[config.mk]
export PLATFORM = sky130hd
export DESIGN_NAME = button_event_controller_flat
export DESIGN_NICKNAME = d
export VERILOG_FILES = /design/src/rtl/button_event_controller_if.sv /design/src/rtl/button_event_controller.sv /design/src/flat_wrapper.sv
export SDC_FILE = /design/constraint.sdc
export NUM_CORES = 1
export LEC_CHECK = 0
export ABC_AREA = 1
export BUFFER_PORTS_ARGS = -buffer_cell sky130_fd_sc_hd__buf_2
export CAP_MARGIN = 40
export CORE_MARGIN = 2
export CORE_UTILIZATION = 54
export DETAILED_ROUTE_END_ITERATION = 8
export PLACE_DENSITY = 0.88
export SLEW_MARGIN = 40
export SYNTH_ARGS = -nofsm -noshare
export SYNTH_HDL_FRONTEND = slang
export SYNTH_SLANG_ARGS = --single-unit
export TNS_END_PERCENT = 20
[constraint.sdc]
create_clock -name HCLK -period 2.2 [get_ports HCLK]
set_clock_uncertainty 0.15 [all_clocks]
set_input_delay 0.22 -clock HCLK [delete_from_list [all_inputs] [get_ports HCLK]]
set_output_delay 0.22 -clock HCLK [all_outputs]
set_load 0.01 [all_outputs]
[src/rtl/button_event_controller_if.sv]
// AHB-Lite bus bundle for the button event controller.
// The master modport is the bus side; the slave modport is the peripheral side.
interface button_event_controller_if;
    logic [31:0] HADDR;
    logic [31:0] HWDATA;
    logic        HWRITE;
    logic        HREADY;
    logic        HSEL;
    logic [2:0]  HSIZE;
    logic [1:0]  HTRANS;
    logic [31:0] HRDATA;
    logic        HREADYOUT;

    modport master (
        output HADDR, HWDATA, HWRITE, HREADY, HSEL, HSIZE, HTRANS,
        input  HRDATA, HREADYOUT
    );

    modport slave (
        input  HADDR, HWDATA, HWRITE, HREADY, HSEL, HSIZE, HTRANS,
        output HRDATA, HREADYOUT
    );
endinterface

[src/rtl/button_event_controller.sv]
// AHB-Lite slave: debounces NUM_BTN active-low buttons and latches short/long/combo events.
// Define BTN_IRQ_EN to add the IRQ output and the IRQ_EN register at 0x10.
module button_event_controller #(
    parameter int unsigned NUM_BTN     = 2,
    parameter int unsigned DEB_CYCLES  = 900,
    parameter int unsigned HOLD_CYCLES = 16000
) (
    input  logic                     HCLK,
    input  logic                     HRESETn,
    button_event_controller_if.slave bus,
    input  logic [NUM_BTN-1:0]       nBtn
`ifdef BTN_IRQ_EN
    ,
    output logic                     IRQ
`endif
);
    localparam int unsigned DebW  = $clog2(DEB_CYCLES + 1);
    localparam int unsigned HoldW = $clog2(HOLD_CYCLES + 1);
    localparam logic [DebW-1:0]  DebLast  = DebW'(DEB_CYCLES - 1);
    localparam logic [HoldW-1:0] HoldLast = HoldW'(HOLD_CYCLES - 1);

    typedef enum logic [1:0] {StIdle, StPressed, StHeld} btn_state_e;

    logic [NUM_BTN-1:0] sync1_q, sync2_q;
    logic [NUM_BTN-1:0] d_q, d_d, fall, rise;
    logic [DebW-1:0]    deb_cnt_q [NUM_BTN];
    logic [DebW-1:0]    deb_cnt_d [NUM_BTN];
    btn_state_e         state_q   [NUM_BTN];
    btn_state_e         state_d   [NUM_BTN];
    logic [HoldW-1:0]   hold_q    [NUM_BTN];
    logic [HoldW-1:0]   hold_d    [NUM_BTN];
    logic [NUM_BTN-1:0] busy, others, short_set, long_set;
    logic               combo_trig, suppress, combo_lock_q, combo_lock_d;
    logic [NUM_BTN-1:0] short_q, short_d, short_clr, long_q, long_d, long_clr;
    logic               combo_q, combo_d, combo_clr, any_flag;
    logic               addr_ok, acc_q, wr_q, rd, wr;
    logic [2:0]         addr_q;
    logic [31:0]        rdata;
    logic               unused_bus;

    // Debounce: d toggles once s has differed from it for DEB_CYCLES consecutive cycles.
    always_comb begin
        d_d  = d_q;
        fall = '0;
        rise = '0;
        for (int i = 0; i < NUM_BTN; i++) begin
            deb_cnt_d[i] = '0;
            if (sync2_q[i] != d_q[i]) begin
                if (deb_cnt_q[i] == DebLast) begin
                    d_d[i]  = sync2_q[i];
                    fall[i] = d_q[i];
                    rise[i] = ~d_q[i];
                end else begin
                    deb_cnt_d[i] = deb_cnt_q[i] + 1'b1;
                end
            end
        end
    end

    always_comb begin
        busy       = '0;
        others     = '0;
        combo_trig = 1'b0;
        for (int i = 0; i < NUM_BTN; i++) begin
            busy[i] = (state_q[i] != StIdle);
        end
        for (int i = 0; i < NUM_BTN; i++) begin
            others    = busy | fall;
            others[i] = 1'b0;
            if (fall[i] && (others != '0)) combo_trig = 1'b1;
        end
        suppress     = combo_lock_q | combo_trig;
        combo_lock_d = combo_trig | (combo_lock_q & (busy != '0));
    end

    always_comb begin
        short_set = '0;
        long_set  = '0;
        for (int i = 0; i < NUM_BTN; i++) begin
            state_d[i] = state_q[i];
            hold_d[i]  = hold_q[i];
            case (state_q[i])
                StIdle: begin
                    if (fall[i]) begin
                        state_d[i] = StPressed;
                        hold_d[i]  = '0;
                    end
                end
                StPressed: begin
                    // A release on the same cycle the hold limit is reached counts as short.
                    if (rise[i]) begin
                        state_d[i]   = StIdle;
                        hold_d[i]    = '0;
                        short_set[i] = ~suppress;
                    end else if (hold_q[i] == HoldLast) begin
                        state_d[i]  = StHeld;
                        long_set[i] = ~suppress;
                    end else begin
                        hold_d[i] = hold_q[i] + 1'b1;
                    end
                end
                StHeld: begin
                    if (rise[i]) begin
                        state_d[i] = StIdle;
                        hold_d[i]  = '0;
                    end
                end
                default: state_d[i] = StIdle;
            endcase
        end
    end

    assign addr_ok = bus.HSEL && bus.HREADY && (bus.HTRANS != 2'b00);
    assign rd      = acc_q & ~wr_q;
    assign wr      = acc_q & wr_q;

    // Read-to-clear drops exactly the bits returned; W1C uses data-phase HWDATA; sets win.
    always_comb begin
        short_clr = '0;
        long_clr  = '0;
        combo_clr = 1'b0;
        if (rd) begin
            unique case (addr_q)
                3'd0:    short_clr = short_q;
                3'd1:    long_clr  = long_q;
                3'd2:    combo_clr = combo_q;
                default: ;
            endcase
        end else if (wr) begin
            unique case (addr_q)
                3'd0:    short_clr = bus.HWDATA[NUM_BTN-1:0];
                3'd1:    long_clr  = bus.HWDATA[NUM_BTN-1:0];
                3'd2:    combo_clr = bus.HWDATA[0];
                default: ;
            endcase
        end
        short_d = (short_q & ~short_clr) | short_set;
        long_d  = (long_q & ~long_clr) | long_set;
        combo_d = (combo_q & ~combo_clr) | combo_trig;
    end

    assign any_flag = (|short_q) | (|long_q) | combo_q;

`ifdef BTN_IRQ_EN
    logic [2:0] irq_en_q;
    logic       irq_q;

    always_ff @(posedge HCLK or negedge HRESETn) begin
        if (!HRESETn) begin
            irq_en_q <= '0;
            irq_q    <= 1'b0;
        end else begin
            if (wr && addr_q == 3'd4) irq_en_q <= bus.HWDATA[2:0];
            irq_q <= ((|short_q) & irq_en_q[0]) | ((|long_q) & irq_en_q[1]) |
                     (combo_q & irq_en_q[2]);
        end
    end

    assign IRQ = irq_q;
`endif

    always_comb begin
        rdata = '0;
        if (rd) begin
            unique case (addr_q)
                3'd0: rdata[NUM_BTN-1:0] = short_q;
                3'd1: rdata[NUM_BTN-1:0] = long_q;
                3'd2: rdata[0] = combo_q;
                3'd3: begin
                    rdata[0]            = any_flag;
                    rdata[8 +: NUM_BTN] = ~d_q;
                end
`ifdef BTN_IRQ_EN
                3'd4: rdata[2:0] = irq_en_q;
`endif
                default: ;
            endcase
        end
    end

    assign bus.HRDATA    = rdata;
    assign bus.HREADYOUT = 1'b1;
    assign unused_bus    = ^{bus.HSIZE, bus.HADDR, bus.HWDATA};

    always_ff @(posedge HCLK or negedge HRESETn) begin
        if (!HRESETn) begin
            sync1_q      <= '1;
            sync2_q      <= '1;
            d_q          <= '1;
            combo_lock_q <= 1'b0;
            short_q      <= '0;
            long_q       <= '0;
            combo_q      <= 1'b0;
            acc_q        <= 1'b0;
            wr_q         <= 1'b0;
            addr_q       <= '0;
            for (int i = 0; i < NUM_BTN; i++) begin
                deb_cnt_q[i] <= '0;
                state_q[i]   <= StIdle;
                hold_q[i]    <= '0;
            end
        end else begin
            sync1_q      <= nBtn;
            sync2_q      <= sync1_q;
            d_q          <= d_d;
            combo_lock_q <= combo_lock_d;
            short_q      <= short_d;
            long_q       <= long_d;
            combo_q      <= combo_d;
            acc_q        <= addr_ok;
            wr_q         <= addr_ok & bus.HWRITE;
            addr_q       <= addr_ok ? bus.HADDR[4:2] : 3'd0;
            for (int i = 0; i < NUM_BTN; i++) begin
                deb_cnt_q[i] <= deb_cnt_d[i];
                state_q[i]   <= state_d[i];
                hold_q[i]    <= hold_d[i];
            end
        end
    end
endmodule

[src/flat_wrapper.sv]
// flat-port wrapper written by rule: the top's interface ports become plain ports
module button_event_controller_flat 
#(
    parameter int unsigned NUM_BTN     = 2,
    parameter int unsigned DEB_CYCLES  = 900,
    parameter int unsigned HOLD_CYCLES = 16000
)
  (HCLK, HRESETn, nBtn, bus_HADDR, bus_HWDATA, bus_HWRITE, bus_HREADY, bus_HSEL, bus_HSIZE, bus_HTRANS, bus_HRDATA, bus_HREADYOUT);
  button_event_controller_if bus_i ();
  input  logic HCLK;
  input  logic HRESETn;
  input  logic [NUM_BTN-1:0] nBtn;
  input wire logic [$bits(bus_i.HADDR)-1:0] bus_HADDR;
  input wire logic [$bits(bus_i.HWDATA)-1:0] bus_HWDATA;
  input wire logic [$bits(bus_i.HWRITE)-1:0] bus_HWRITE;
  input wire logic [$bits(bus_i.HREADY)-1:0] bus_HREADY;
  input wire logic [$bits(bus_i.HSEL)-1:0] bus_HSEL;
  input wire logic [$bits(bus_i.HSIZE)-1:0] bus_HSIZE;
  input wire logic [$bits(bus_i.HTRANS)-1:0] bus_HTRANS;
  output wire logic [$bits(bus_i.HRDATA)-1:0] bus_HRDATA;
  output wire logic [$bits(bus_i.HREADYOUT)-1:0] bus_HREADYOUT;
  assign bus_i.HADDR = bus_HADDR;
  assign bus_i.HWDATA = bus_HWDATA;
  assign bus_i.HWRITE = bus_HWRITE;
  assign bus_i.HREADY = bus_HREADY;
  assign bus_i.HSEL = bus_HSEL;
  assign bus_i.HSIZE = bus_HSIZE;
  assign bus_i.HTRANS = bus_HTRANS;
  assign bus_HRDATA = bus_i.HRDATA;
  assign bus_HREADYOUT = bus_i.HREADYOUT;
  button_event_controller #(.NUM_BTN(NUM_BTN), .DEB_CYCLES(DEB_CYCLES), .HOLD_CYCLES(HOLD_CYCLES)) u_core (.HCLK(HCLK), .HRESETn(HRESETn), .bus(bus_i), .nBtn(nBtn));
endmodule
==> results of run 1 <==
power by group through the flow:
stage | sequential (µW) | clock (µW) | combinational (µW)
3_5_place_dp | 1350 | 0 | 136
4_1_cts | 1320 | 1020 | 149
3_3_place_gp | 1350 | 0 | 133
2_1_floorplan | 1340 | 0 | 118
6_report | 1330 | 993 | 152
5_1_grt | 1330 | 1080 | 179
state kept, by name (all words and copies together), names as in the netlist:
| name | cells |
|---|---|
| u_core.deb_cnt_q | 20 |
| u_core.sync2_q | 2 |
| u_core.d_q | 2 |
| u_core.sync1_q | 2 |
| u_core.addr_q | 3 |
| u_core.long_q | 2 |
| u_core.combo_lock_q | 1 |
| u_core.state_q | 4 |
| u_core.combo_q | 1 |
| u_core.wr_q | 1 |
| u_core.acc_q | 1 |
| u_core.short_q | 2 |
| u_core.hold_q | 28 |
timing repair:
item                                    4_1_cts  5_1_grt
hold buffers                                  9        0
buffers inserted                              0        1
resized for setup                             0        7
hold endpoints to repair                     28        0
endpoints found under the setup margin        0       32
worst min-delay path: stages:
cell and delay [ns]:
sky130_fd_sc_hd__buf_2 0.07, sky130_fd_sc_hd__nor2_1 0.04, sky130_fd_sc_hd__nor2_1 0.15
metal layers:
metal	wire length [µm]	share of wire (%)	global-route usage (%)	vias up
met5	0	0	0	-
met4	165	1.9	8.08	0
met3	380	4.4	4.56	21
met2	4460	51	39.6	94
met1	3710	43	26.6	1764
li1	-	-	-	1891
worst min-delay path by stage:
stage                  start                             end  slack, ns  cells after the start
3_3_place_gp         HRESETn  u_core.deb_cnt_q[19]$_DFF_PN0_       0.14                      1
3_5_place_dp         HRESETn  u_core.deb_cnt_q[18]$_DFF_PN0_       0.14                      1
5_1_grt        bus_HTRANS[0]          u_core.acc_q$_DFF_PN0_       0.05                      3
6_report       bus_HTRANS[0]          u_core.acc_q$_DFF_PN0_       0.05                      3
2_1_floorplan        HRESETn          u_core.acc_q$_DFF_PN0_      -0.23                      0
4_1_cts        bus_HTRANS[0]          u_core.acc_q$_DFF_PN0_      0.009                      3
area by class of cell:
cell class              instances  share of cell area (%)
repair buffers                 31                    4.86
well taps                     102                    2.75
flip-flops and latches         69                    37.4
clock inverters                 5                    1.13
clock buffers                  11                    2.83
inverters                      69                    5.59
multi-input cells             452                    45.4
placed cells by master (no fill, tap or decap), types with 4 or more instances in the layout:
master                          Yosys  routed
sky130_fd_sc_hd__o21ai_0           14      14
sky130_fd_sc_hd__nor2_2             4       5
sky130_fd_sc_hd__buf_2              2      17
sky130_fd_sc_hd__xor2_1             7       7
sky130_fd_sc_hd__nand3_1           43      42
sky130_fd_sc_hd__nor3_1             9       9
sky130_fd_sc_hd__dfstp_2            6       6
sky130_fd_sc_hd__a21oi_1            6       6
sky130_fd_sc_hd__nor2_1           103     102
sky130_fd_sc_hd__nand2_1          179     177
sky130_fd_sc_hd__clkbuf_8           0       9
sky130_fd_sc_hd__conb_1             2      29
sky130_fd_sc_hd__inv_1             69      69
sky130_fd_sc_hd__dlygate4sd3_1      0       9
sky130_fd_sc_hd__nand3_2            6       5
sky130_fd_sc_hd__o21bai_1           4       4
sky130_fd_sc_hd__nand4_1           18      18
sky130_fd_sc_hd__dfrtp_1           63      63
sky130_fd_sc_hd__buf_4             29       4
sky130_fd_sc_hd__nor2_4             5       5
stage by stage:
step / total power (µW) / utilization (%) / hold WS, ns
after floorplan: 1460 / - / -0.226
after global placement: 1480 / 56.5 / 0.135
after detailed placement: 1490 / 56.5 / 0.138
after CTS: 2490 / 60.1 / 0.00900
after global routing: 2590 / 60.6 / 0.0531
final: 2470 / 60.6 / 0.0513
cell families (layout without fill, tap and decap cells):
logic type,count (synthesis),count (layout),share of synthesized area [%]
xor gates and xnor gates,10,10,2.08
DFF,69,69,41.1
buffers and inverters,102,116,12.1
and+or+nand+nor,377,377,38.9
AOI/OAI and AO/OA,32,32,4.42
other,2,29,0.178
adders and majority gates,4,4,1.19
==> impl_summary.log, run 1 <==
INFO  metric cts_buffers = 9
INFO  metric multi_input_area = 0.00211 mm²
INFO  metric r2r_start = u_core.hold_q[14]$_DFFE_PN0P_
INFO  metric ff2ff_setup_slack = around 0.2 ns
INFO  metric grt_pass1_vias = about 3500
INFO  metric setup.worst_path.start = u_core.hold_q[14]$_DFFE_PN0P_
INFO  metric cell_type_with_the_largest_total_area_after_synthesis = sky130_fd_sc_hd__dfrtp_1
INFO  metric dp_slack = about 0.13 ns
INFO  metric peak_supply_drop = around 0.00032 V
INFO  metric area_growth_syn_to_layout = 9.91%
INFO  metric most_frequently_used_cell_type_in_the_post_synthesis_netlist = sky130_fd_sc_hd__nand2_1
INFO  metric chipHeight = approximately 92 µm
INFO  metric synth-edff-count = 0
INFO  metric io_pins = between 100 and 150
INFO  metric totalWireLength = 8720 µm
INFO  metric routedWlPerCell = 11.8 µm
INFO  metric p_int = around 1900 µW
INFO  metric sequential_cell_area = about 0.0017 mm²
INFO  metric timing.critical_path.cells = ha_1 > nand2_2 > nor2_4 > nand3_2 > nor2_4 > nand3_2 > nand2_1 > nor2_4 > nand2_1 > nand2_1
INFO  metric final_antenna_net_count = 0
INFO  metric worst_setup_path_end = u_core.hold_q[19]$_DFFE_PN0P_
INFO  metric hold_path_class = in -> reg
INFO  metric timing.final.setup_violations = 0
INFO  metric nets = roughly 710
INFO  metric place.detailed.instances = a little over 700
INFO  metric cts_tree = built
INFO  metric seq_power_share = a little over half
INFO  metric drt_iter0_drc = between 200 and 250
INFO  metric drcViolationCount = 0
INFO  metric layout_cell_share_with_drive_strength_beyond_1 = 10.4%
INFO  metric synthesis.instances = between 500 and 600
INFO  metric part_of_the_power_in_the_clock_network = roughly two fifths
INFO  metric fillers = between 600 and 700
INFO  metric critical_path_required = 2.29 ns
INFO  metric cp_num_buf_inv = 0
INFO  metric antenna_found_initial = 0
INFO  metric cp_top_family = simple AND/OR/NAND/NOR gates
INFO  metric status = complete, no violations
INFO  metric yosys_warnings = 0
INFO  metric post_synthesis_instance_area = ~0.0042 mm²
INFO  metric grt_first_pass_wirelength = 15300 µm
INFO  metric timing_max_transition_violations_final = 0
INFO  metric routed-via-count = roughly 3800
INFO  metric layout.cell_area.non_filler = roughly 0.0046 mm²
INFO  metric power.leakage = 0.00227 µW
INFO  metric globalRouteOverflowTotal = 0
INFO  metric cts_buffer_depth = 2
INFO  metric timing.final.crit_share = 90.8%
INFO  metric antenna-diode-count = 0
INFO  metric synth_seq_area_share = between 40% and 50%
INFO  metric share_of_total_power_in_combinational_logic = 6.2%
INFO  metric h_tree_lvl_count = 3
INFO  metric insertion_delay_to_the_later_sink_of_the_worst_skew_pair = around 0.35 ns
INFO  metric die-area = about 0.0085 mm²
INFO  metric finalCriticalPeriod = about 2 ns
INFO  metric max_freq = around 0.5 GHz
INFO  metric synth_top_area_share = between 30% and 40%
INFO  metric clock_tree.root_cell = sky130_fd_sc_hd__clkbuf_8
INFO  metric cp_max_fo = 8
INFO  metric critical-path-max-stage-delay = about 0.48 ns
INFO  metric grt_max_degree = 28
INFO  metric clk_pin_slew_worst_paths = 0.07 ns
INFO  metric clock-sinks = just under 70
INFO  metric criticalPathCategory = reg -> reg
INFO  metric track_usage = between 20 and 25%
INFO  metric start_util = between 50% and 60%
INFO  metric drt-vias-per-instance = between 5 and 6
INFO  metric synth_flop_cell = sky130_fd_sc_hd__dfrtp_1
INFO  metric worst-slew-pin-transition = 0.660 ns
INFO  metric synth-async-reset-ratio = 100%
INFO  metric element_type_at_the_critical_path_end = flop
INFO  metric p_switching = approximately 600 µW
INFO  metric gp_routability_congestion = 0.908
INFO  metric row_count = 32
INFO  metric hold_viol_final = 0
INFO  metric crit_slowest_cell = sky130_fd_sc_hd__dfrtp_1
INFO  metric placeableCoreArea = between 0.007 and 0.008 mm²
INFO  metric setup_slack = between 0.2 and 0.25 ns
INFO  metric power_density = around 530 mW/mm²
INFO  metric critPathArrivalTime = approximately 2.1 ns
INFO  metric cp_num_cells = 10
INFO  metric detailed_place.area = between 0.004 and 0.005 mm²
INFO  metric instances_no_fill = about 740
INFO  metric setup_total_negative_slack = 0 ns
INFO  metric count_of_distinct_cell_types_in_the_synthesized_netlist = 31
INFO  metric first_pass_iters = 4
INFO  metric die_w = about 90 µm
INFO  metric rsz0062_at_grt = no
INFO  metric crit_path_start_kind = flop
INFO  metric crit-reg2reg-capture = u_core.hold_q[19]$_DFFE_PN0P_
INFO  metric post_synth.cell_area_avg = roughly 7 µm²
INFO  metric place.detailed.hpwl = approximately 6200 µm
INFO  metric netSwitchingFraction = about a quarter
INFO  metric cell_types_with_the_highest_counts_after_synthesis = sky130_fd_sc_hd__nand2_1 (179), sky130_fd_sc_hd__nor2_1 (103), sky130_fd_sc_hd__inv_1 (69)
INFO  metric timing.slew.headroom = between 50% and 60%
INFO  metric maxcap_violations = 0
INFO  metric postSynthRegisterBits = between 60 and 70
INFO  metric length_in_cells_of_the_worst_reg_to_reg_path = 10
INFO  metric placement.io_buffers = 17
INFO  metric top_post_synthesis_cells_by_area = sky130_fd_sc_hd__dfrtp_1 (37%), sky130_fd_sc_hd__nand2_1 (16%), sky130_fd_sc_hd__nor2_1 (9.2%)
Note: power is estimated with default switching activity, not from simulation.
==> run 2: changes to the inputs <==
--- a/config.mk
+++ b/config.mk
@@ -9,9 +9,10 @@
 export BUFFER_PORTS_ARGS = -buffer_cell sky130_fd_sc_hd__buf_2
 export CAP_MARGIN = 40
 export CORE_MARGIN = 2
-export CORE_UTILIZATION = 54
+export CORE_UTILIZATION = 55
 export DETAILED_ROUTE_END_ITERATION = 8
-export PLACE_DENSITY = 0.88
+export PLACE_DENSITY = 0.85
+export REMOVE_ABC_BUFFERS = 1
 export SLEW_MARGIN = 40
 export SYNTH_ARGS = -nofsm -noshare
 export SYNTH_HDL_FRONTEND = slang
==> constraint.sdc (replaced) <==
create_clock -name HCLK -period 2.3 [get_ports HCLK]
set_clock_uncertainty 0.15 [all_clocks]
set_input_delay 0.23 -clock HCLK [delete_from_list [all_inputs] [get_ports HCLK]]
set_output_delay 0.23 -clock HCLK [all_outputs]
set_load 0.01 [all_outputs]
==> run 2 against run 1 <==
Count of clock-buffer cells in the layout fell by 1. Sequential share of layout area rose by 0.43 points. Maximum frequency fell by 2.0%. Global-route usage fell by 0.34 points. Power fell by 7.3%. Via count fell by 1.8%. Sequential power fell by 5%. Combinational power fell by 7%. Cell count fell by 0.81%. Critical path type unchanged. Largest power group unchanged.
==> impl_summary.log, run 2 (synthesis gave the netlist of run 1 again) <==
INFO  metric layout_cell_share_with_drive_strength_beyond_1 = 9.31% (-1.1 points)
INFO  metric detailed_place.area = 0.00430 mm² (-0.61%)
INFO  metric area_growth_syn_to_layout = 8.66%
INFO  metric power_density = 499 mW/mm² (-6.3%)
INFO  metric worst_hold_path_stage_count = 5 (+2)
INFO  metric timing.final.setup_violations = 0 (unchanged)
INFO  metric routed-via-count = 3703 (-1.8%)
INFO  metric critPathArrivalTime = 2.17 ns (+0.08 ns)
INFO  metric h_tree_lvl_count = 3 (unchanged)
INFO  metric totalWireLength = 8490 µm (-2.6%)
INFO  metric placement.io_buffers = 17 (unchanged)
INFO  metric place.detailed.hpwl = 5940 µm (-4.9%)
INFO  metric timing.slew.headroom = 62.9% (+6.9 points)
INFO  metric globalRouteOverflowTotal = 0 (unchanged)
INFO  metric die_w = 91.6 µm (-0.88%)
INFO  metric met1Wirelength = 3750 µm (+1.1%)
INFO  metric length_in_cells_of_the_worst_reg_to_reg_path = 11 (+1)
INFO  metric clock-sinks = 69 (unchanged)
INFO  metric cts_tree = built
INFO  metric multi_input_area = 0.00209 mm² (-0.95%)
INFO  metric mostFrequentLayoutCell = sky130_fd_sc_hd__nand2_1
INFO  metric grt_pass1_vias = 3437 (-2.5%)
INFO  metric antenna-diode-count = 0 (unchanged)
INFO  metric p_switching = 597 µW (-0.24%)
INFO  metric routedWlPerCell = 11.6 µm (-1.8%)
INFO  metric setup_total_negative_slack = 0 ns (unchanged)
INFO  metric max_freq = 0.490 GHz (-2.0%)
INFO  metric drcViolationCount = 0 (unchanged)
INFO  metric timing_max_transition_violations_final = 0 (unchanged)
INFO  metric most-common-layout-cells = sky130_fd_sc_hd__nand2_1 (178), sky130_fd_sc_hd__nor2_1 (103), sky130_fd_sc_hd__inv_1 (69)
INFO  metric hold_end = u_core.addr_q[1]$_DFF_PN0_
INFO  metric power.leakage = 0.00225 µW (-0.62%)
INFO  metric largest_registers = u_core.hold_q (28), u_core.deb_cnt_q (20), u_core.state_q (4)
INFO  metric track_usage = 21.9% (-0.34 points)
INFO  metric finalCriticalPeriod = 2.04 ns (+0.0414 ns)
INFO  metric met2RoutedLength = 4200 µm (-5.8%)
INFO  metric worst-slew-pin-transition = 0.554 ns (-0.106 ns)
INFO  metric die-area = 0.00839 mm² (-1.7%)
INFO  metric hold_path.startpoint = bus_HTRANS[0]
INFO  metric part_of_the_power_in_the_clock_network = 38.4% (-1.8 points)
INFO  metric grt_first_pass_wirelength = 15000 µm (-1.8%)
INFO  metric clk_pin_slew_worst_paths = 0.08 ns (about the same)
INFO  metric criticalPathCategory = reg -> reg
INFO  metric row_count = 31 (-3.1%)
INFO  metric crit_path_start_kind = flop
INFO  metric antenna_found_initial = 0 (unchanged)
INFO  metric gp_routability_congestion = 0.907 (-0.11%)
INFO  metric r2r_start = u_core.deb_cnt_q[10]$_DFF_PN0_
INFO  metric ff2ff_setup_slack = 0.26 ns (+0.06 ns)
INFO  metric rsz0062_at_grt = no
INFO  metric hold_path_class = in -> reg
INFO  metric met3WireLength = 391 µm (+2.9%)
INFO  metric clock_tree.root_cell = sky130_fd_sc_hd__clkbuf_8
INFO  metric nets = 709 (-0.42%)
INFO  metric cts_buffer_depth = 2 (unchanged)
INFO  metric insertion_delay_to_the_later_sink_of_the_worst_skew_pair = 0.35 ns (about the same)
INFO  metric status = complete, no violations
INFO  metric largest_register_ffs = 28 (unchanged)
INFO  metric netSwitchingFraction = 26.1% (+1.9 points)
INFO  metric drt_iter0_drc = 197 (-4.4%)
INFO  metric fillers = 632 (-3.8%)
INFO  metric final_core_utilization = 62.5% (+1.9 points)
INFO  metric crit-reg2reg-capture = u_core.hold_q[17]$_DFFE_PN0P_
INFO  metric element_type_at_the_critical_path_end = flop
INFO  metric highest-signal-layer = met4
INFO  metric p_int = 1690 µW (-9.6%)
INFO  metric final_antenna_net_count = 0 (unchanged)
INFO  metric peak_supply_drop = 0.000265 V (-16%)
INFO  metric layout.cell_area.non_filler = 0.00458 mm² (-1.1%)
INFO  metric critical_path_required = 2.43 ns (+0.14 ns)
INFO  metric sequential_cell_area = 0.00173 mm² (unchanged)
INFO  metric start_util = 57.5% (+2.4 points)
INFO  metric chipHeight = 91.6 µm (-0.88%)
INFO  metric share_of_total_power_in_combinational_logic = 6.2% (about the same)
INFO  metric cts_buffers = 9 (unchanged)
INFO  metric placeableCoreArea = 0.00733 mm² (-4.1%)
INFO  metric grt_max_degree = 70 (+150%)
INFO  metric maxcap_violations = 0 (unchanged)
INFO  metric drt-vias-per-instance = 5.05 (-0.97%)
INFO  metric seq_power_share = 55.4% (+1.8 points)
INFO  metric first_pass_iters = 5 (+1)
INFO  metric hold_viol_final = 0 (unchanged)
INFO  metric cts_setup_buffers = 0 (unchanged)
INFO  metric io_pins = 109 (unchanged)
INFO  metric regMostFlops = u_core.hold_q
INFO  metric timing.final.crit_share = 88.7% (-2.1 points)
INFO  metric cp_max_fo = 8 (unchanged)
run 2: changes by cell type in the layout (fill, tap and decap cells not counted), moves of 2 or more:
cell | previous run | this run
sky130_fd_sc_hd__inv_6 | 0 | 2
sky130_fd_sc_hd__clkinv_2 | 3 | 1
sky130_fd_sc_hd__buf_4 | 4 | 0
sky130_fd_sc_hd__clkinv_4 | 0 | 2
run 2: metrics by stage:
step           total power, µW  hold slack [ns]  setup slack (ns)  cells
2_1_floorplan             1360           -0.216             0.579    590
3_3_place_gp              1410            0.128             0.289    707
3_5_place_dp              1420            0.131             0.221    707
4_1_cts                   2320            0.121             0.193    733
5_1_grt                   2410            0.167            0.0363    733
6_report                  2290            0.145             0.261    733
run 2: power by group through the flow:
stage                     logic, µW  registers [µW]  clock network (µW)
after floorplan                76.1            1280                   0
after global placement          124            1290                   0
after detailed placement        128            1290                   0
after CTS                       141            1270                 911
after global routing            165            1270                 973
final                           142            1270                 880
run 2: what timing repair did:
item | CTS | global route
setup endpoints to repair | 0 | 13
hold endpoints to repair | 70 | 0
hold buffers | 10 | 0
gates resized for setup | 0 | 2
run 2: worst max path at each step:
stage | slack [ns] | end | start
after CTS | 0.19 | u_core.hold_q[17]$_DFFE_PN0P_ | u_core.deb_cnt_q[10]$_DFF_PN0_
after detailed placement | 0.22 | u_core.hold_q[14]$_DFFE_PN0P_ | u_core.deb_cnt_q[10]$_DFF_PN0_
final | 0.26 | u_core.hold_q[17]$_DFFE_PN0P_ | u_core.deb_cnt_q[10]$_DFF_PN0_
after global routing | 0.04 | u_core.hold_q[0]$_DFFE_PN0P_ | u_core.deb_cnt_q[0]$_DFF_PN0_
after floorplan | 0.58 | u_core.hold_q[17]$_DFFE_PN0P_ | u_core.deb_cnt_q[10]$_DFF_PN0_
after global placement | 0.29 | u_core.hold_q[23]$_DFFE_PN0P_ | u_core.deb_cnt_q[10]$_DFF_PN0_
run 2: layout make-up:
class,count,share of cell area (%)
multi-input combinational,452,45.5
sequential,69,37.8
inverter,69,5.65
timing repair buffer,28,4.48
clock buffer,10,2.78
tap,99,2.70
clock inverter,6,1.04
run 2: critical path, stage by stage (launching register included):
cell	delay, ns
sky130_fd_sc_hd__dfrtp_1	0.42
sky130_fd_sc_hd__ha_1	0.24
sky130_fd_sc_hd__inv_1	0.07
sky130_fd_sc_hd__nor2_1	0.09
sky130_fd_sc_hd__nand3_1	0.07
sky130_fd_sc_hd__nor2_1	0.18
sky130_fd_sc_hd__nand2_1	0.14
sky130_fd_sc_hd__nand2_2	0.13
sky130_fd_sc_hd__nand2_1	0.10
sky130_fd_sc_hd__nor2_4	0.21
sky130_fd_sc_hd__nand2_1	0.08
sky130_fd_sc_hd__nand2_1	0.07
run 2: layer usage:
| layer | vias up | global-route usage, % |
|---|---|---|
| met5 | - | 0 |
| met4 | 0 | 7.70 |
| met3 | 17 | 5.06 |
| met2 | 82 | 37.6 |
| met1 | 1717 | 27.0 |
| li1 | 1887 | - |
